<file path="src/rtl/guarded_state_fsm.sv">
//------------------------------------------------------------------------------
// guarded_state_fsm
//
// Purpose:
//   Hardened committed-state register that sits between untrusted control
//   inputs and downstream decode logic. A requester proposes a next state over
//   a valid/ready handshake. Only legal encodings (0..NUM_STATES-1) are
//   committed. Illegal proposals are rejected, flagged and counted, and a run
//   of ERR_LIMIT consecutive illegal proposals forces the safe state (0) and
//   locks the block until an explicit unlock. A minimum dwell time between
//   handshakes rate-limits transitions. A corrupted committed state (for
//   example after an upset) is detected and returned to the safe state.
//
// Ports:
//   clk        in   rising-edge clock
//   rst_n      in   synchronous active-low reset
//   req_valid  in   request present (held with req_state until req_ready)
//   req_state  in   proposed next state, STATE_W bits
//   unlock     in   single-cycle release from lockout
//   req_ready  out  request accepted this cycle when req_valid is high
//   out        out  current committed state (registered), STATE_W bits
//   req_err    out  one-cycle pulse: rejected request or corrupted state
//   locked     out  lockout active
//   err_count  out  consecutive illegal-request count, CNT_W bits
//
// Parameter constraints:
//   1 <= NUM_STATES <= 2**STATE_W, ERR_LIMIT >= 1, DWELL >= 1.
//------------------------------------------------------------------------------
module guarded_state_fsm #(
    parameter int unsigned STATE_W    = 3,
    parameter int unsigned NUM_STATES = 6,
    parameter int unsigned ERR_LIMIT  = 3,
    parameter int unsigned DWELL      = 2,
    parameter int unsigned CNT_W      = $clog2(ERR_LIMIT + 1)
) (
    input  logic               clk,
    input  logic               rst_n,
    input  logic               req_valid,
    input  logic [STATE_W-1:0] req_state,
    input  logic               unlock,
    output logic               req_ready,
    output logic [STATE_W-1:0] out,
    output logic               req_err,
    output logic               locked,
    output logic [CNT_W-1:0]   err_count
);

    localparam int unsigned DW_W = $clog2(DWELL + 1);

    localparam logic [STATE_W-1:0] SAFE_STATE = '0;
    localparam logic [DW_W-1:0]    DWELL_MAX  = DW_W'(DWELL);
    localparam logic [CNT_W-1:0]   ERR_MAX    = CNT_W'(ERR_LIMIT);

    // When every encoding is legal, rejection and corruption paths are dead
    // and the legality check folds to a constant.
    localparam bit HAS_ILLEGAL = (NUM_STATES < (2 ** STATE_W));

    //--------------------------------------------------------------------------
    // State registers
    //--------------------------------------------------------------------------
    logic [STATE_W-1:0] out_q,     out_d;
    logic               req_err_q, req_err_d;
    logic               locked_q,  locked_d;
    logic [CNT_W-1:0]   err_cnt_q, err_cnt_d;
    logic [DW_W-1:0]    dwell_q,   dwell_d;

    logic               fire;
    logic               corrupt;
    logic               req_legal;
    logic [CNT_W-1:0]   err_inc;
    logic [DW_W-1:0]    dwell_step;

    function automatic logic is_legal(input logic [STATE_W-1:0] s);
        if (!HAS_ILLEGAL) begin
            return 1'b1;
        end
        return (32'(s) < NUM_STATES);
    endfunction

    //--------------------------------------------------------------------------
    // Handshake and classification
    //--------------------------------------------------------------------------
    assign req_ready  = !locked_q && (dwell_q == DWELL_MAX);
    assign fire       = req_valid && req_ready;
    assign corrupt    = !is_legal(out_q);
    assign req_legal  = is_legal(req_state);

    // err_cnt_q is always below ERR_LIMIT when a new illegal request can
    // arrive (reaching the limit locks the block), so this cannot overflow.
    assign err_inc    = err_cnt_q + CNT_W'(1);

    // Dwell counter saturates at DWELL; req_ready is derived from saturation.
    assign dwell_step = (dwell_q == DWELL_MAX) ? dwell_q : (dwell_q + DW_W'(1));

    //--------------------------------------------------------------------------
    // Next-state logic
    //   Priority: corrupted state > lockout > handshake.
    //   A handshake coinciding with a corrupted state is discarded and does
    //   not restart the dwell window.
    //--------------------------------------------------------------------------
    always_comb begin
        out_d     = out_q;
        req_err_d = 1'b0;
        locked_d  = locked_q;
        err_cnt_d = err_cnt_q;
        dwell_d   = dwell_step;

        if (corrupt) begin
            out_d     = SAFE_STATE;
            req_err_d = 1'b1;
        end else if (locked_q) begin
            out_d = SAFE_STATE;
            if (unlock) begin
                locked_d  = 1'b0;
                err_cnt_d = '0;
                dwell_d   = DWELL_MAX;
            end
        end else if (fire) begin
            dwell_d = '0;
            if (req_legal) begin
                out_d     = req_state;
                err_cnt_d = '0;
            end else begin
                req_err_d = 1'b1;
                if (err_inc == ERR_MAX) begin
                    locked_d  = 1'b1;
                    out_d     = SAFE_STATE;
                    err_cnt_d = ERR_MAX;
                end else begin
                    err_cnt_d = err_inc;
                end
            end
        end
    end

    //--------------------------------------------------------------------------
    // Registers (synchronous active-low reset overrides everything)
    //--------------------------------------------------------------------------
    always_ff @(posedge clk) begin
        if (!rst_n) begin
            out_q     <= SAFE_STATE;
            req_err_q <= 1'b0;
            locked_q  <= 1'b0;
            err_cnt_q <= '0;
            dwell_q   <= DWELL_MAX;
        end else begin
            out_q     <= out_d;
            req_err_q <= req_err_d;
            locked_q  <= locked_d;
            err_cnt_q <= err_cnt_d;
            dwell_q   <= dwell_d;
        end
    end

    //--------------------------------------------------------------------------
    // Outputs
    //--------------------------------------------------------------------------
    assign out       = out_q;
    assign req_err   = req_err_q;
    assign locked    = locked_q;
    assign err_count = err_cnt_q;

endmodule
</file>
<file path="config.mk">
export PLATFORM = sky130hd
export DESIGN_NAME = guarded_state_fsm
export DESIGN_NICKNAME = d
export VERILOG_FILES = /design/src/rtl/guarded_state_fsm.sv
export SDC_FILE = /design/constraint.sdc
export NUM_CORES = 1
export LEC_CHECK = 0
export BUFFER_PORTS_ARGS = -buffer_cell sky130_fd_sc_hd__buf_4
export CAP_MARGIN = 20
export CELL_PAD_IN_SITES_DETAIL_PLACEMENT = 0
export CELL_PAD_IN_SITES_GLOBAL_PLACEMENT = 1
export CORE_UTILIZATION = 34
export DETAILED_ROUTE_END_ITERATION = 8
export PLACE_DENSITY_LB_ADDON = 0.1
export SLEW_MARGIN = 30
export SYNTH_ARGS = -nofsm -noshare
export SYNTH_HDL_FRONTEND = slang
export SYNTH_SLANG_ARGS = --single-unit
</file>
<file path="constraint.sdc">
create_clock -name clk -period 1.5 [get_ports clk]
set_input_delay 0.45 -clock clk [delete_from_list [all_inputs] [get_ports clk]]
set_output_delay 0.45 -clock clk [all_outputs]
set_load 0.1 [all_outputs]
</file>
==> results of run 1 <==
-- worst max-delay path, stage by stage, from the launching register on --
cell and delay [ns]:
dfxtp_2 0.32, inv_2 0.04, ha_4 0.14, and2b_2 0.20, buf_12 0.16
-- cells in the mapped netlist --
library cell / count
a21oi_1: 2
a311oi_1: 1
a31o_2: 1
a32o_1: 3
and2_1: 1
and2_2: 1
and2b_2: 1
and3_1: 1
and3_4: 1
and3b_1: 1
and3b_2: 1
buf_2: 1
buf_6: 1
dfxtp_1: 9
ha_1: 3
inv_1: 6
mux2i_1: 2
nand2_1: 6
nand3_1: 1
nand3b_1: 1
nor2_1: 4
nor3b_1: 1
o211ai_1: 1
o21ai_0: 3
o21ai_2: 1
-- area by class of cell --
cell class	instances	area, sq um
inverter	6	22.5
tap	15	18.8
multi-input combinational	37	275
timing repair buffer	16	133
fill	134	651
clock buffer	4	26.3
sequential	9	191
-- kinds of logic after synthesis --
| group | Yosys count | share of synthesized area, % |
|---|---|---|
| AO/OA/AOI/OAI | 12 | 18.4 |
| adder cells (fa/ha/maj) | 3 | 7.79 |
| buffers and inverters | 8 | 8.05 |
| flip-flops | 9 | 37.4 |
| multiplexers | 2 | 4.16 |
| AND/OR/NAND/NOR | 20 | 24.2 |
-- per-layer routing --
layer / vias to the layer above / GRT usage [%]
li1: 223 / -
met1: 198 / 19.9
met2: 9 / 21.3
met3: 0 / 3.41
met4: 0 / 10.3
met5: - / 0
-- worst paths after layout --
path | endpoint | from | cells past startpoint | slack (ns)
worst max register to register | out[2]$_SDFFE_PP0P_ | dwell_q[0]$_SDFF_PN0_ | 5 | 0.15
worst max-delay path | req_ready | dwell_q[0]$_SDFF_PN0_ | 4 | -0.09
worst min register to register | err_count[0]$_SDFFE_PN0P_ | err_count[0]$_SDFFE_PN0P_ | 2 | 0.47
worst min-delay path | dwell_q[1]$_SDFF_PN1_ | unlock | 3 | 0.46
-- report_power, final --
group          switching (uW)  leakage [uW]  internal [uW]  total (uW)
Clock                    94.9     0.0000150            103         198
Combinational             254      0.000209            143         397
Sequential               19.1     0.0000763            267         286
Total                     368      0.000300            513         881
-- flip-flops by register name, summed over array words and instances, names as in the netlist --
| signal | flops |
|---|---|
| locked | 1 |
| req_err | 1 |
| out | 3 |
| dwell_q | 2 |
| err_count | 2 |
-- through the flow --
step | area [sq um] | setup TNS, ns | total power [uW]
finish | 667 | -0.0903 | 881
global route | 667 | -0.130 | 922
CTS | 667 | -0.0925 | 887
detailed placement | 598 | 0 | 624
global placement | 598 | 0 | 626
floorplan | 490 | 0 | 565
-- repair_timing --
action | in CTS | in global routing
endpoints found under the setup margin | 1 | 1
setup buffers | 2 | 0
hold buffers | 0 | 0
resized for setup | 8 | 0
pin swaps | 1 | 0
==> metrics.cfg, run 1 <==
[cts]
clkLatencyLatePin_ns=0.26
htree_levels=1
numClockSinks=9
path_clk_slew_ns=0.07
cts_buffers=3
cts_buffer_depth=2
cts_tree=done
cts_root_buf=clkbuf_4

[timing]
slew_headroom_pct=74.1
tightest_slew_ns=0.387
drv_slew=0
period_share_pct=106
hold_viol_final=0
max_freq_mhz=629
holdWs_ns=0.459
period_needed_ns=1.59
worst_clock_skew_ns=0.00444
rsz0062_at_grt=yes
fin_ws_ns=-0.0903
finalSetupViolations=1

[yosys]
ys_ff_latch=9
synth_area_sq_um=482
seq_area_frac_synth_pct=37.4
synth.largest_area_cell=dfxtp_1
synth_fp_nets=64
yosys_warnings=0
synth_cells=54
synthTopCellsByArea=dfxtp_1 (37%), ha_1 (7.8%), a32o_1 (6.2%)
avgSynthCellArea_sq_um=8.92
yosys.area.top_type_share_pct=37.4
ys_types=25

[cells_and_area]
layout_commonest_cell=buf_4
area_growth_syn_to_layout_pct=38.4
final_cell_mix=buf_4 (15), nand2_1 (6), dfxtp_2 (6)
instances_no_fill=87
drive_gt1_share_pct=47.2
nets=83
final_util_pct=50.6
diodes=0

[detailed_routing]
route.detailed.drc=0
wl_met1_um=518
drt-pass1-iter-count=2
top_layer_used=met3
wl_met3_um=48
num_vias=430
drt_iter0_drc=5
finalWirelength_um=1010
drtAntennaViolNets=0
routedWlPerCell_um=11.6
via_per_inst=4.94
wl_met2_um=443

[setup_path]
crit_fanout=2
critPathArrivalTime_ns=1.14
cp-start-kind=register
critPathRequiredTime_ns=1.05
cp-end-kind=output pin
critical_path_class=register to output pin

[placement]
dp_hpwl_um=725
gp_congestion=0.722
dp_cells=81
port_buffers=14
dp_slack_ns=0.107

[floorplan]
die_w_um=39.6
dieArea_sq_um=1570
fp.dieH_um=39.6
start_util_pct=36.6
core_sq_um=1320
ios=15
row_count=13

[grt]
grt_usage_pct=15.1
antenna_found_initial=0
grt_first_pass_wirelength_um=1550
grt_start_max_net_pins=10
grt_pass1_vias=370
grt_overflow=0

[run_status]
violations=setup timing
status=complete, but fails checks

[power_and_ir_drop]
powerDensity_nw_per_um2=1320
p_leak_uw=0.000300
vdd_drop_max_uv=715

[run]
drv_cap=0

[hold_path]
hp-class=input port to register

(Power assumes the default switching activity.)
==> run 2: changes to the inputs <==
--- a/config.mk
+++ b/config.mk
@@ -9,8 +9,10 @@
 export CAP_MARGIN = 20
 export CELL_PAD_IN_SITES_DETAIL_PLACEMENT = 0
 export CELL_PAD_IN_SITES_GLOBAL_PLACEMENT = 1
-export CORE_UTILIZATION = 34
+export CORE_AREA = 2 2 39 41
+export CTS_BUF_LIST = sky130_fd_sc_hd__clkbuf_8
 export DETAILED_ROUTE_END_ITERATION = 8
+export DIE_AREA = 0 0 41 43
 export PLACE_DENSITY_LB_ADDON = 0.1
 export SLEW_MARGIN = 30
 export SYNTH_ARGS = -nofsm -noshare
==> constraint.sdc (replaced) <==
create_clock -name clk -period 2 [get_ports clk]
set_input_delay 0.6 -clock clk [delete_from_list [all_inputs] [get_ports clk]]
set_output_delay 0.6 -clock clk [all_outputs]
set_load 0.1 [all_outputs]
==> run 2 against run 1 <==
The run now ends clean. Combinational power fell by 36%. Total power fell by 24%. Die area rose by 12%. Clock power rose by 5%. Global-route usage fell by 0.96 points. Sequential cell count did not move.
==> metrics.cfg, run 2 (synthesis results as in run 1) <==
[floorplan]
core_sq_um=1380  ; +5.0%
row_count=14  ; +1
die_w_um=41  ; +3.4%
ios=15  ; unchanged
dieArea_sq_um=1760  ; +12%
start_util_pct=34.8  ; -1.8 points
fp.dieH_um=43  ; +8.5%

[power_and_ir_drop]
clock_power_share_pct=30.9  ; +8.4 points
vdd_drop_max_uv=462  ; -35%
p_int_uw=406  ; -21%
p_sw_share_pct=39.5  ; -2.3 points
p_seq_share_pct=30.9  ; -1.6 points
powerDensity_nw_per_um2=1050  ; -20%
p_leak_uw=0.000295  ; -1.8%
p_switching_uw=265  ; -28%
combPwrFrac_pct=38.2  ; -6.9 points

[setup_path]
cp-start-kind=register
crit_fanout=2  ; unchanged
worstReg2RegStart=dwell_q[0]$_SDFF_PN0_
critical_path_class=register to output pin
cp-end-kind=output pin
critPathArrivalTime_ns=1.19  ; +0.05 ns
critPathLaunch=dwell_q[0]$_SDFF_PN0_
critPathRequiredTime_ns=1.40  ; +0.35 ns

[cts]
cts_buffer_depth=2  ; unchanged
clkLatencyLatePin_ns=0.23  ; -0.03 ns
numClockSinks=9  ; unchanged
cts_hold_buf=0  ; unchanged
ctsResizeCount=0  ; -8
cts_tree=done
cts_buffers=3  ; unchanged
htree_levels=1  ; unchanged
cts_root_buf=clkbuf_8
postCtsSetupBuffers=0  ; -2
path_clk_slew_ns=0.04  ; -0.03 ns

[timing]
finalSetupViolations=0  ; -1
worst_clock_skew_ns=0.00347  ; -0.000972 ns
period_share_pct=89.4
rsz0062_at_grt=no
period_needed_ns=1.79
drv_slew=0  ; unchanged
fin_setup_tns_ns=0  ; +0.0903 ns
hold_viol_final=0  ; unchanged
max_freq_mhz=559
tightest_slew_ns=0.399  ; +0.0123 ns
holdWs_ns=0.477  ; +0.0187 ns
slew_headroom_pct=73.3  ; -0.82 points

[run]
drv_cap=0  ; unchanged

[cells_and_area]
layout_commonest_cell=buf_4
nFillCells=139  ; +3.7%
diodes=0  ; unchanged
nets=81  ; -2.4%
register_area_sq_um=181  ; -5.2%
drive_gt1_share_pct=34.3  ; -13 points
largest_register_ffs=3  ; unchanged
area_growth_syn_to_layout_pct=32.2
multi_input_comb_area_sq_um=263  ; -4.5%
final_cell_mix=buf_4 (14), dfxtp_1 (8), inv_1 (7)

[detailed_routing]
via_per_inst=4.88  ; -1.2%
wl_met1_um=486  ; -6.2%
num_vias=420  ; -2.3%
routedWlPerCell_um=11.3  ; -2.6%
wl_met3_um=50  ; +4.2%
route.detailed.drc=0  ; unchanged
wl_met2_um=399  ; -9.9%
top_layer_used=met4
drtAntennaViolNets=0  ; unchanged
drt-pass1-iter-count=4  ; +2
drt_iter0_drc=6  ; +1
finalWirelength_um=972  ; -3.8%

[hold_path]
hp-class=register to register
hp-start=err_count[1]$_SDFFE_PN0P_

[placement]
port_buffers=14  ; unchanged
gp_congestion=0.692  ; -4.2%
dp_hpwl_um=716  ; -1.2%

[run_status]
status=complete, no violations

[grt]
antenna_found_initial=0  ; unchanged
grt_first_pass_wirelength_um=1620  ; +4.9%
grt_pass1_vias=376  ; +1.6%
grt_start_max_net_pins=10  ; unchanged
grt_overflow=0  ; unchanged
grt_usage_pct=14.2  ; -0.96 points

==> run 2: cell count changes in the layout (fill, tap and decap cells not counted), moves of 2 or more <==
cell | previous run | this run
inv_1 | 5 | 7
dfxtp_1 | 2 | 8
clkbuf_8 | 0 | 3
clkbuf_4 | 3 | 0
dfxtp_2 | 6 | 1
==> run 2: power by group through the flow <==
stage	Sequential [uW]	Combinational [uW]	Clock [uW]
after floorplan	270	154	0
after global placement	211	259	0
after detailed placement	211	258	0
after CTS	207	258	216
after global routing	209	276	224
final	207	256	208
==> run 2: layout make-up <==
cell class | instances | area share (%)
clock buffers | 3 | 6.48
well taps | 16 | 3.14
flip-flops and latches | 9 | 28.5
inverters | 6 | 3.54
multi-input cells | 37 | 41.3
repair buffers | 14 | 16.5
clock inverters | 1 | 0.589
==> run 2: path summary, 6_finish.rpt <==
path,end,slack [ns],cells after the start
max,req_ready,0.21,4
min,err_count[1]$_SDFFE_PN0P_,0.48,2
max reg2reg,out[2]$_SDFFE_PP0P_,0.65,5
min reg2reg,err_count[1]$_SDFFE_PN0P_,0.48,2
==> run 2: worst max-delay path: stages (launching register included) <==
cell and delay, ns:
dfxtp_1 0.30, inv_1 0.05, ha_1 0.19, and2b_2 0.18, buf_4 0.22
==> run 2: stage by stage <==
stage	cells	setup WS [ns]	total power [uW]	utilization (%)	cell area [sq um]
floorplan	54	0.118	424	-	483
global placement	82	0.468	471	42.8	592
detailed placement	82	0.455	469	42.8	592
CTS	86	0.203	681	46.0	637
global route	86	0.147	710	46.0	637
finish	86	0.212	671	46.0	637
==> run 2: routing by layer <==
metal  vias to the layer above  global-route usage (%)
met2                        12                    16.9
met3                         4                    4.71
met5                         -                       0
met1                       184                    20.3
li1                        220                       -
met4                         0                    10.0
